==> src/rtl/alu_multicycle.sv <==
// Multi-cycle ALU: single-cycle logic/arith ops, iterative MULTU/DIVU.
// Ports:
//   clk, reset_n          clock, async active-low reset
//   start, alu_op, a, b   request and operands, sampled on accept
//   busy                  MULTU/DIVU iteration in progress
//   done                  one-cycle completion pulse
//   result/zero/overflow  registered result and flags
//   hi/lo                 high word/remainder and low word/quotient
module alu_multicycle #(
  parameter int unsigned WIDTH = 32
) (
  input  logic             clk,
  input  logic             reset_n,
  input  logic             start,
  input  logic [2:0]       alu_op,
  input  logic [WIDTH-1:0] a,
  input  logic [WIDTH-1:0] b,
  output logic             busy,
  output logic             done,
  output logic [WIDTH-1:0] result,
  output logic             zero,
  output logic             overflow,
  output logic [WIDTH-1:0] hi,
  output logic [WIDTH-1:0] lo
);

  localparam int unsigned CW = $clog2(WIDTH + 1);

  localparam logic [1:0] S_IDLE = 2'd0;
  localparam logic [1:0] S_MUL  = 2'd1;
  localparam logic [1:0] S_DIV  = 2'd2;

  localparam logic [2:0] OP_AND  = 3'b000;
  localparam logic [2:0] OP_OR   = 3'b001;
  localparam logic [2:0] OP_ADD  = 3'b010;
  localparam logic [2:0] OP_MULU = 3'b011;
  localparam logic [2:0] OP_DIVU = 3'b100;
  localparam logic [2:0] OP_SUB  = 3'b110;
  localparam logic [2:0] OP_SLT  = 3'b111;

  logic [1:0]       r_state,  w_state_nxt;
  logic [CW-1:0]    r_cnt,    w_cnt_nxt;
  logic [WIDTH-1:0] r_acc_hi, w_acc_hi_nxt;
  logic [WIDTH-1:0] r_acc_lo, w_acc_lo_nxt;
  logic [WIDTH-1:0] r_opb,    w_opb_nxt;
  logic             r_busy,   w_busy_nxt;
  logic             r_done,   w_done_nxt;
  logic [WIDTH-1:0] r_result, w_result_nxt;
  logic             r_zero,   w_zero_nxt;
  logic             r_ovf,    w_ovf_nxt;
  logic [WIDTH-1:0] r_hi,     w_hi_nxt;
  logic [WIDTH-1:0] r_lo,     w_lo_nxt;

  logic [WIDTH-1:0] w_sum;
  logic [WIDTH-1:0] w_diff;
  logic [WIDTH-1:0] w_alu_res;
  logic             w_alu_ovf;

  logic [WIDTH:0]   w_mul_sum;
  logic [WIDTH-1:0] w_mul_hi;
  logic [WIDTH-1:0] w_mul_lo;
  logic [WIDTH:0]   w_div_sh;
  logic             w_div_ge;
  logic [WIDTH-1:0] w_div_diff;
  logic [WIDTH-1:0] w_div_hi;
  logic [WIDTH-1:0] w_div_lo;
  logic             w_last;

  assign w_sum  = a + b;
  assign w_diff = a - b;

  // Single-cycle datapath
  always_comb begin
    w_alu_res = '0;
    w_alu_ovf = 1'b0;
    case (alu_op)
      OP_AND: w_alu_res = a & b;
      OP_OR:  w_alu_res = a | b;
      OP_ADD: begin
        w_alu_res = w_sum;
        w_alu_ovf = (a[WIDTH-1] == b[WIDTH-1]) && (w_sum[WIDTH-1] != a[WIDTH-1]);
      end
      OP_SUB: begin
        w_alu_res = w_diff;
        w_alu_ovf = (a[WIDTH-1] != b[WIDTH-1]) && (w_diff[WIDTH-1] != a[WIDTH-1]);
      end
      // Direct signed compare stays correct when a-b overflows
      OP_SLT: w_alu_res = {{(WIDTH-1){1'b0}}, ($signed(a) < $signed(b))};
      default: w_alu_res = '0;
    endcase
  end

  // Shift-add step: conditionally add multiplicand, shift {carry,hi,lo} right
  assign w_mul_sum = {1'b0, r_acc_hi} + (r_acc_lo[0] ? {1'b0, r_opb} : '0);
  assign w_mul_hi  = w_mul_sum[WIDTH:1];
  assign w_mul_lo  = {w_mul_sum[0], r_acc_lo[WIDTH-1:1]};

  // Restoring division step; divisor 0 naturally yields all-ones quotient, remainder a
  assign w_div_sh   = {r_acc_hi, r_acc_lo[WIDTH-1]};
  assign w_div_ge   = (w_div_sh >= {1'b0, r_opb});
  assign w_div_diff = WIDTH'(w_div_sh - {1'b0, r_opb});
  assign w_div_hi   = w_div_ge ? w_div_diff : w_div_sh[WIDTH-1:0];
  assign w_div_lo   = {r_acc_lo[WIDTH-2:0], w_div_ge};

  assign w_last = (r_cnt == CW'(WIDTH - 1));

  // Next-state and output logic
  always_comb begin
    w_state_nxt  = r_state;
    w_cnt_nxt    = r_cnt;
    w_acc_hi_nxt = r_acc_hi;
    w_acc_lo_nxt = r_acc_lo;
    w_opb_nxt    = r_opb;
    w_busy_nxt   = r_busy;
    w_done_nxt   = 1'b0;
    w_result_nxt = r_result;
    w_zero_nxt   = r_zero;
    w_ovf_nxt    = r_ovf;
    w_hi_nxt     = r_hi;
    w_lo_nxt     = r_lo;

    case (r_state)
      S_IDLE: begin
        if (start) begin
          if (alu_op == OP_MULU || alu_op == OP_DIVU) begin
            w_state_nxt  = (alu_op == OP_MULU) ? S_MUL : S_DIV;
            w_cnt_nxt    = '0;
            w_acc_hi_nxt = '0;
            w_acc_lo_nxt = a;
            w_opb_nxt    = b;
            w_busy_nxt   = 1'b1;
          end else begin
            w_result_nxt = w_alu_res;
            w_zero_nxt   = (w_alu_res == '0);
            w_ovf_nxt    = w_alu_ovf;
            w_done_nxt   = 1'b1;
          end
        end
      end
      S_MUL, S_DIV: begin
        w_acc_hi_nxt = (r_state == S_MUL) ? w_mul_hi : w_div_hi;
        w_acc_lo_nxt = (r_state == S_MUL) ? w_mul_lo : w_div_lo;
        w_cnt_nxt    = r_cnt + CW'(1);
        if (w_last) begin
          w_hi_nxt     = w_acc_hi_nxt;
          w_lo_nxt     = w_acc_lo_nxt;
          w_result_nxt = w_acc_lo_nxt;
          w_zero_nxt   = (w_acc_lo_nxt == '0);
          w_ovf_nxt    = 1'b0;
          w_busy_nxt   = 1'b0;
          w_done_nxt   = 1'b1;
          w_cnt_nxt    = '0;
          w_state_nxt  = S_IDLE;
        end
      end
      default: begin
        w_state_nxt = S_IDLE;
        w_busy_nxt  = 1'b0;
      end
    endcase
  end

  // State register
  always_ff @(posedge clk or negedge reset_n) begin
    if (!reset_n) begin
      r_state  <= S_IDLE;
      r_cnt    <= '0;
      r_acc_hi <= '0;
      r_acc_lo <= '0;
      r_opb    <= '0;
      r_busy   <= 1'b0;
      r_done   <= 1'b0;
      r_result <= '0;
      r_zero   <= 1'b0;
      r_ovf    <= 1'b0;
      r_hi     <= '0;
      r_lo     <= '0;
    end else begin
      r_state  <= w_state_nxt;
      r_cnt    <= w_cnt_nxt;
      r_acc_hi <= w_acc_hi_nxt;
      r_acc_lo <= w_acc_lo_nxt;
      r_opb    <= w_opb_nxt;
      r_busy   <= w_busy_nxt;
      r_done   <= w_done_nxt;
      r_result <= w_result_nxt;
      r_zero   <= w_zero_nxt;
      r_ovf    <= w_ovf_nxt;
      r_hi     <= w_hi_nxt;
      r_lo     <= w_lo_nxt;
    end
  end

  assign busy     = r_busy;
  assign done     = r_done;
  assign result   = r_result;
  assign zero     = r_zero;
  assign overflow = r_ovf;
  assign hi       = r_hi;
  assign lo       = r_lo;

endmodule

==> config.mk <==
export PLATFORM = sky130hd
export DESIGN_NAME = alu_multicycle
export DESIGN_NICKNAME = d
export VERILOG_FILES = /design/src/rtl/alu_multicycle.sv
export SDC_FILE = /design/constraint.sdc
export NUM_CORES = 1
export LEC_CHECK = 0
export ABC_AREA = 1
export BUFFER_PORTS_ARGS = -buffer_cell sky130_fd_sc_hd__buf_2
export CORE_UTILIZATION = 36
export DETAILED_ROUTE_END_ITERATION = 8
export GPL_TIMING_DRIVEN = 0
export PLACE_DENSITY = 0.64
export SLEW_MARGIN = 30
export SYNTH_ARGS = -nofsm -noshare
export SYNTH_HDL_FRONTEND = slang
export SYNTH_SLANG_ARGS = --single-unit
==> constraint.sdc <==
create_clock -name clk -period 3.6 [get_ports clk]
set_input_delay 0.54 -clock clk [delete_from_list [all_inputs] [get_ports clk]]
set_output_delay 0.54 -clock clk [all_outputs]
set_load 0.02 [all_outputs]
==> results of run 1 <==
==> report_power, final <==
part	switching [mW]	leakage (nW)	total [mW]	internal, mW
combinational	6.14	8.64	8.91	2.77
sequential	0.586	2.73	3.50	2.91
clock	0.987	0.344	2.29	1.30
==> cell families after synthesis <==
| family | count (synthesis) | share of synthesized area, % |
|---|---|---|
| AOI/OAI and AO/OA | 604 | 17.9 |
| and+or+nand+nor | 1421 | 31.0 |
| adders and majority gates | 171 | 11.2 |
| buffers and inverters | 567 | 11.7 |
| DFF | 204 | 26.4 |
| xor gates and xnor gates | 41 | 1.86 |
==> state kept, by name, indices dropped and copies added (netlist names) <==
signal    count
hi           32
r_acc_hi     32
r_opb        32
zero          1
busy          1
overflow      1
lo           32
r_cnt         6
r_state       2
result       32
r_acc_lo     32
done          1
==> how the worst min path moves through the flow <==
stage	endpoint	slack (ns)	cells after the start
after CTS	r_opb[23]$_DFFE_PN0P_	0.27	3
after global placement	hi[20]$_DFFE_PN0P_	0.46	2
after detailed placement	hi[4]$_DFFE_PN0P_	0.46	2
final	r_opb[23]$_DFFE_PN0P_	0.29	3
after global routing	r_opb[24]$_DFFE_PN0P_	0.32	3
after floorplan	busy$_DFFE_PN0P_	0.24	0
==> critical path: stages (launching register included) <==
cell,delay (ns)
sky130_fd_sc_hd__dfrtp_2,0.50
sky130_fd_sc_hd__clkbuf_2,0.33
sky130_fd_sc_hd__nand2_1,0.09
sky130_fd_sc_hd__inv_1,0.06
sky130_fd_sc_hd__ha_1,0.23
sky130_fd_sc_hd__inv_1,0.10
sky130_fd_sc_hd__fa_1,0.44
sky130_fd_sc_hd__inv_1,0.10
sky130_fd_sc_hd__a21oi_1,0.10
sky130_fd_sc_hd__o21bai_1,0.37
sky130_fd_sc_hd__a21oi_1,0.19
sky130_fd_sc_hd__o21ai_0,0.28
sky130_fd_sc_hd__nor2_1,0.07
sky130_fd_sc_hd__o21ai_0,0.25
sky130_fd_sc_hd__nand3_1,0.16
sky130_fd_sc_hd__nand2_1,0.08
==> through the flow <==
step           instance area (um2)  TNS, ns  hold slack [ns]  setup WS (ns)  power, mW
3_3_place_gp                 21000  -314.91            0.459          -1.57       12.2
4_1_cts                      21800        0            0.267          0.141       14.6
6_report                     21800        0            0.286          0.213       14.7
5_1_grt                      21800        0            0.320         0.0134       15.8
2_1_floorplan                19300        0            0.244          0.898       9.45
3_5_place_dp                 21100   -0.608            0.460         -0.164       12.2
==> cells in the final DEF (no fill, tap or decap), types with 6 or more instances in the layout <==
cell / instances
sky130_fd_sc_hd__o22ai_1: 21
sky130_fd_sc_hd__nand2_1: 826
sky130_fd_sc_hd__xor2_1: 24
sky130_fd_sc_hd__xnor2_1: 17
sky130_fd_sc_hd__nand2_2: 11
sky130_fd_sc_hd__nand4_1: 31
sky130_fd_sc_hd__buf_4: 9
sky130_fd_sc_hd__o21bai_1: 14
sky130_fd_sc_hd__a21oi_1: 176
sky130_fd_sc_hd__clkbuf_16: 23
sky130_fd_sc_hd__clkbuf_1: 58
sky130_fd_sc_hd__nand3_1: 231
sky130_fd_sc_hd__a22oi_1: 28
sky130_fd_sc_hd__o21ai_1: 18
sky130_fd_sc_hd__nor3_1: 26
sky130_fd_sc_hd__nor2_1: 246
sky130_fd_sc_hd__inv_1: 448
sky130_fd_sc_hd__nor2_2: 9
sky130_fd_sc_hd__a21o_1: 12
sky130_fd_sc_hd__inv_2: 17
sky130_fd_sc_hd__o211ai_2: 15
sky130_fd_sc_hd__o21a_1: 6
sky130_fd_sc_hd__nand3b_1: 14
sky130_fd_sc_hd__o21ai_0: 267
sky130_fd_sc_hd__nor3_2: 9
sky130_fd_sc_hd__ha_1: 167
sky130_fd_sc_hd__buf_6: 9
sky130_fd_sc_hd__dfrtp_1: 203
sky130_fd_sc_hd__a31oi_1: 13
sky130_fd_sc_hd__buf_2: 188
sky130_fd_sc_hd__a21oi_2: 10
==> per-layer routing <==
metal | track usage, % | vias to the layer above
met4 | 14.2 | 2
met5 | 0 | -
met3 | 2.40 | 177
li1 | - | 10145
met1 | 36.2 | 9622
met2 | 47.5 | 844
==> area by class of cell <==
| cell class | count | area [um2] | area share [%] |
|---|---|---|---|
| sequential | 204 | 5110 | 23.4 |
| timing repair buffer | 172 | 921 | 4.22 |
| inverter | 467 | 1760 | 8.04 |
| clock inverter | 9 | 77.6 | 0.355 |
| multi-input combinational | 2237 | 12000 | 54.9 |
| tap | 688 | 861 | 3.94 |
| clock buffer | 30 | 632 | 2.89 |
| antenna | 2 | 5.00 | 0.0229 |
| buffer | 99 | 500 | 2.29 |
==> repair_timing <==
item / CTS / global route
resized for setup: 1 / 3
endpoints found under the hold margin: 66 / 0
endpoints found under the setup margin: 13 / 9
setup buffers: 0 / 0
cloned: 0 / 0
hold buffers: 1 / 0
==> flow_summary.json, run 1 <==
{
  "route.antenna.remaining_nets": 0,
  "post_route_cells_drive_above_1_share_pct": 10.4,
  "finish.cell_count_without_fillers": 3908,
  "path_max_fanout": 10,
  "slew_headroom_pct": 42.4,
  "worstPathRequired_ns": 4.06,
  "critical_path.reg2reg.startpoint": "r_acc_lo[0]$_DFFE_PN0P_",
  "synth_top_area_cell": "sky130_fd_sc_hd__dfrtp_1",
  "num-nets-final": 3444,
  "static-leakage-power_nw": 11.7,
  "top_layer": "met5",
  "arrival_ns": 3.85,
  "cp-start-kind": "flop",
  "syn-cell-area_mm2": 0.0193,
  "synth.yosys.seq_area_share_pct": 26.4,
  "synthesis.nets": 3249,
  "boundaryPins": 170,
  "drt-wirelength-per-cell_um": 19.9,
  "proportion_of_synthesized_flip_flops_having_asynchronous_set_or_reset_pct": 100,
  "synthDistinctLibCells": 55,
  "synth_edf_count": 0,
  "routed-via-count": 20790,
  "flow.area_growth_from_synthesis_pct": 12.9,
  "tightestPinTransition_ns": 0.853,
  "cts-root-to-sink-buffers": 3,
  "syn-instance-count": 3008,
  "cellPowerDensity_mw_per_mm2": 673,
  "rr_worst_depth": 15,
  "setup-violations-final": 0,
  "clock_tree_from_tritoncts": "done",
  "regToRegSetupSlack_ns": 0.21,
  "worstReg2RegEnd": "hi[19]$_DFFE_PN0P_",
  "overflow": 0,
  "core_area_mm2": 0.0529,
  "maximum_number_of_pins_on_one_net_before_global_route_repair": 81,
  "worst_min_delay_path_startpoint": "b[23]",
  "detailedRoute.firstPassIterationCount": 9,
  "antenna_found_initial": 3,
  "cts_buffers": 22,
  "timing_hold_violations_final": 0,
  "fp.dieH_um": 234,
  "filler_cell_count": 5821,
  "syn-mean-instance-area_um2": 6.43,
  "grt.total_usage_pct": 28.3,
  "clock_skew_ns": 0.00976,
  "finalCoreUtilization_pct": 41.3,
  "crit_end": "hi[19]$_DFFE_PN0P_",
  "synth_flop_cell": "sky130_fd_sc_hd__dfrtp_1",
  "unrepaired_setup_endpoints_after_global_routing": "false",
  "gp_congestion": 1.00,
  "number_of_pins_exceeding_their_max_slew_limit_in_the_final_report": 0,
  "route.final.wire_length_um": 77800,
  "postSynthRegisterBits": 204,
  "start_to_end_type_of_the_worst_setup_path": "reg2reg",
  "end_kind": "flop",
  "dieArea_mm2": 0.0547,
  "post-synth-top-area-fraction_pct": 26.4,
  "post_drt_via_cell_ratio": 5.32,
  "remaining_drc_errors": 6,
  "ys.warnings.count": 0,
  "m1WireLength_um": 32000,
  "final_cycle_share_pct": 94.1,
  "vdd.ir_drop.worst_uv": 414,
  "buffer_ports.inserted": 169,
  "yosysMostFrequentCell": "sky130_fd_sc_hd__nand2_1",
  "cts_sinks": 204,
  "wl_met3_um": 5250,
  "cap_viol_max_count": 0,
  "achievable-frequency_ghz": 0.295,
  "detail_route.iter0.violations": 2000,
  "setup.worst_path.start": "r_acc_lo[0]$_DFFE_PN0P_",
  "result_of_the_run": "complete, but fails checks",
  "violated_checks": "DRC",
  "synth.top_cells.by_area": "sky130_fd_sc_hd__dfrtp_1 (26%), sky130_fd_sc_hd__nand2_1 (16%), sky130_fd_sc_hd__ha_1 (11%)",
  "clock_latency_ns": 0.53,
  "core.rowCount": 84,
  "floorplan.die.width_um": 234,
  "min-delay-path-class": "in2reg",
  "ctsHtreeMaxLevel": 1,
  "dpl.hpwl_um": 65300,
  "most_common_library_cells_after_synthesis": "sky130_fd_sc_hd__nand2_1 (826), sky130_fd_sc_hd__inv_1 (448), sky130_fd_sc_hd__o21ai_0 (267), sky130_fd_sc_hd__nor2_1 (246), sky130_fd_sc_hd__nand3_1 (231)",
  "placed_cells_incl_taps": 3867,
  "root_buffer_selected_by_cts": "sky130_fd_sc_hd__clkbuf_16",
  "start_util_pct": 36.6,
  "met2WireLength_um": 36300,
  "grt_pass1_wl_um": 116000,
  "via_count_of_the_first_global_routing_pass": 19890,
  "timing.final.crit_period_ns": 3.39,
  "clk_transition_reported_paths_ns": 0.07
}
(Power assumes the default switching activity.)
==> run 2, diff against run 1 <==
Settings changed: CELL_PAD_IN_SITES_DETAIL_PLACEMENT set to 1, CELL_PAD_IN_SITES_GLOBAL_PLACEMENT set to 2, CORE_UTILIZATION 36 to 34, PLACE_DENSITY 0.64 to 0.93, SKIP_LAST_GASP set to 1.
Clock period 3.6 ns to 3.25 ns, I/O delays scaled along.
==> run 2 against run 1 <==
Hold slack worse by 0.051 ns. Die area rose by 5.8%. Maximum frequency up 9.5%. Clock-buffer cell count up 1. First-iteration DRC count is 32% lower. Worst setup slack got worse by 0.055 ns. Clock skew increased by 0.0098 ns. Critical path depth did not move. Combinational power is 17% higher. The run now ends clean. Non-clock buffer count rose by 7. Cell area is 1.2% higher. Via count up 1.9%.
==> flow_summary.json, run 2 (same netlist as run 1, synthesis figures left out) <==
{
  "result_of_the_run": "finished, final reports clean",
  "met2WireLength_um": 43800,
  "maximum_number_of_pins_on_one_net_before_global_route_repair": 79,
  "buffer_ports.inserted": 169,
  "slowest_delay_ns": 0.46,
  "crit_top_cell": "sky130_fd_sc_hd__nand2_1",
  "path_max_fanout": 5,
  "worstPathRequired_ns": 3.66,
  "via_count_of_the_first_global_routing_pass": 22223,
  "tightestPinTransition_ns": 0.874,
  "min-delay-path-class": "in2reg",
  "layout_common_cells": "sky130_fd_sc_hd__nand2_1 (823), sky130_fd_sc_hd__inv_1 (448), sky130_fd_sc_hd__o21ai_0 (258), sky130_fd_sc_hd__nor2_1 (244), sky130_fd_sc_hd__nand3_1 (228)",
  "antenna_found_initial": 0,
  "clk_transition_reported_paths_ns": 0.07,
  "gp_congestion": 0.965,
  "timing.final.crit_period_ns": 3.09,
  "post_drt_via_cell_ratio": 5.32,
  "cts_buffers": 23,
  "route.final.wire_length_um": 88400,
  "setup_ws_ns": 0.158,
  "boundaryPins": 170,
  "detail_route.iter0.violations": 1351,
  "cp_slowest_cell": "sky130_fd_sc_hd__dfrtp_1",
  "finalCoreUtilization_pct": 39.3,
  "wl_met3_um": 3160,
  "remaining_drc_errors": 0,
  "core.rowCount": 87,
  "detailedRoute.firstPassIterationCount": 7,
  "end_kind": "flop",
  "static-leakage-power_nw": 11.8,
  "routed-via-count": 21187,
  "final_cycle_share_pct": 95.1,
  "root_buffer_selected_by_cts": "sky130_fd_sc_hd__clkbuf_16",
  "cellPowerDensity_mw_per_mm2": 769,
  "unrepaired_setup_endpoints_after_global_routing": "false",
  "clock_skew_ns": 0.0195,
  "setup-violations-final": 0,
  "post_route_cells_drive_above_1_share_pct": 11.3,
  "start_util_pct": 34.4,
  "clock_tree_from_tritoncts": "done",
  "placement.setup.worst_slack_ns": -0.655,
  "crit_path_cell_trace": "ha_1 > nand2_1 > nand2_1 > inv_1 > o21ai_0 > o21bai_2 > a21o_1 > nand2_2 > nand2_1 > nand2_2 > nand3_1 > nand2_1 > nor2_1 > a21oi_1 > o21ai_0",
  "dieArea_mm2": 0.0578,
  "top_layer": "met4",
  "clock_latency_ns": 0.55,
  "core_area_mm2": 0.0563,
  "grt_pass1_wl_um": 133000,
  "slew_headroom_pct": 41.7,
  "placement.cell_area_mm2": 0.0212,
  "post-route-cell-area_mm2": 0.0221,
  "mostFrequentLayoutCell": "sky130_fd_sc_hd__nand2_1",
  "m1WireLength_um": 37200,
  "achievable-frequency_ghz": 0.323,
  "n_antenna_cell": 0,
  "overflow": 0,
  "timing_hold_violations_final": 0,
  "cp-start-kind": "flop",
  "num-nets-final": 3452,
  "ctsHtreeMaxLevel": 1,
  "grt.total_usage_pct": 30.6,
  "floorplan.die.width_um": 241,
  "route.antenna.remaining_nets": 0,
  "fin_worst_hold_slack_ns": 0.235,
  "fin_tns_setup_ns": 0,
  "drt-wirelength-per-cell_um": 22.2,
  "cts-root-to-sink-buffers": 3,
  "arrival_ns": 3.51,
  "flow.area_growth_from_synthesis_pct": 14.3,
  "cts_sinks": 204,
  "start_to_end_type_of_the_worst_setup_path": "reg2reg",
  "vdd.ir_drop.worst_uv": 485,
  "cap_viol_max_count": 0,
  "filler_cell_count": 7517,
  "dpl.hpwl_um": 75100,
  "fp.dieH_um": 241,
  "number_of_pins_exceeding_their_max_slew_limit_in_the_final_report": 0
}
==> run 2: cell types whose count changed in the layout (fill, tap and decap cells not counted), moves of 3 or more <==
cell	before	now
sky130_fd_sc_hd__nand3_2	5	8
sky130_fd_sc_hd__clkbuf_2	2	6
sky130_fd_sc_hd__nand3_1	231	228
sky130_fd_sc_hd__clkbuf_1	58	54
sky130_fd_sc_hd__inv_6	0	3
sky130_fd_sc_hd__a21oi_1	176	173
sky130_fd_sc_hd__nand2_2	11	14
sky130_fd_sc_hd__buf_4	9	17
sky130_fd_sc_hd__nand2_1	826	823
sky130_fd_sc_hd__o21ai_1	18	26
sky130_fd_sc_hd__o21ai_0	267	258
==> run 2: repair_timing <==
action                                  4_1_cts  5_1_grt
setup buffers                                 0        7
resized for setup                            13       28
hold endpoints to repair                     50        0
endpoints found under the setup margin       46       29
pin swaps                                     0        4
hold buffers                                  1        0
==> run 2: per-stage QoR <==
stage / std cells / power (mW)
after global routing: 3984 / 18.2
after CTS: 3977 / 16.8
after floorplan: 3008 / 10.5
after global placement: 3933 / 13.8
after detailed placement: 3935 / 14.0
final: 3984 / 17.0
==> run 2: worst paths after layout <==
kind | start | end | slack, ns | cells past startpoint
worst max-delay path | r_acc_hi[5]$_DFFE_PN0P_ | result[0]$_DFFE_PN0P_ | 0.16 | 15
worst min-delay path | b[26] | r_opb[26]$_DFFE_PN0P_ | 0.23 | 3
worst max register to register | r_acc_hi[5]$_DFFE_PN0P_ | result[0]$_DFFE_PN0P_ | 0.16 | 15
worst min register to register | hi[22]$_DFFE_PN0P_ | hi[22]$_DFFE_PN0P_ | 0.47 | 2
max in group asynchronous | reset_n | result[31]$_DFFE_PN0P_ | 1.99 | 3
min in group asynchronous | reset_n | r_acc_hi[5]$_DFFE_PN0P_ | 0.44 | 2
==> run 2: area by class of cell <==
cell class / count / area, um2 / area share, %
multi-input combinational: 2237 / 12100 / 54.5
buffer: 99 / 509 / 2.30
tap: 756 / 946 / 4.28
clock buffer: 31 / 636 / 2.88
sequential: 204 / 5110 / 23.1
timing repair buffer: 179 / 973 / 4.40
clock inverter: 11 / 121 / 0.549
inverter: 467 / 1760 / 7.94
==> run 2: layer usage <==
layer,vias to the layer above,track usage (%)
met1,10381,37.0
met3,165,2.33
met2,520,55.2
li1,10121,-
met4,0,12.9
met5,-,0
==> run 2: critical path: cells and delay by family (launching register included) <==
kind | cells | cell delay (ns)
buffers and inverters | 1 | 0.07
flip-flops | 1 | 0.46
adder cells (fa/ha/maj) | 1 | 0.42
AND/OR/NAND/NOR | 8 | 1.06
AO/OA/AOI/OAI | 5 | 0.93
==> run 2: power by group <==
part / total [mW] / leakage, nW / switching [mW] / internal (mW)
Combinational: 10.4 / 8.71 / 7.23 / 3.18
Clock: 2.71 / 0.369 / 1.17 / 1.54
Sequential: 3.89 / 2.73 / 0.667 / 3.22
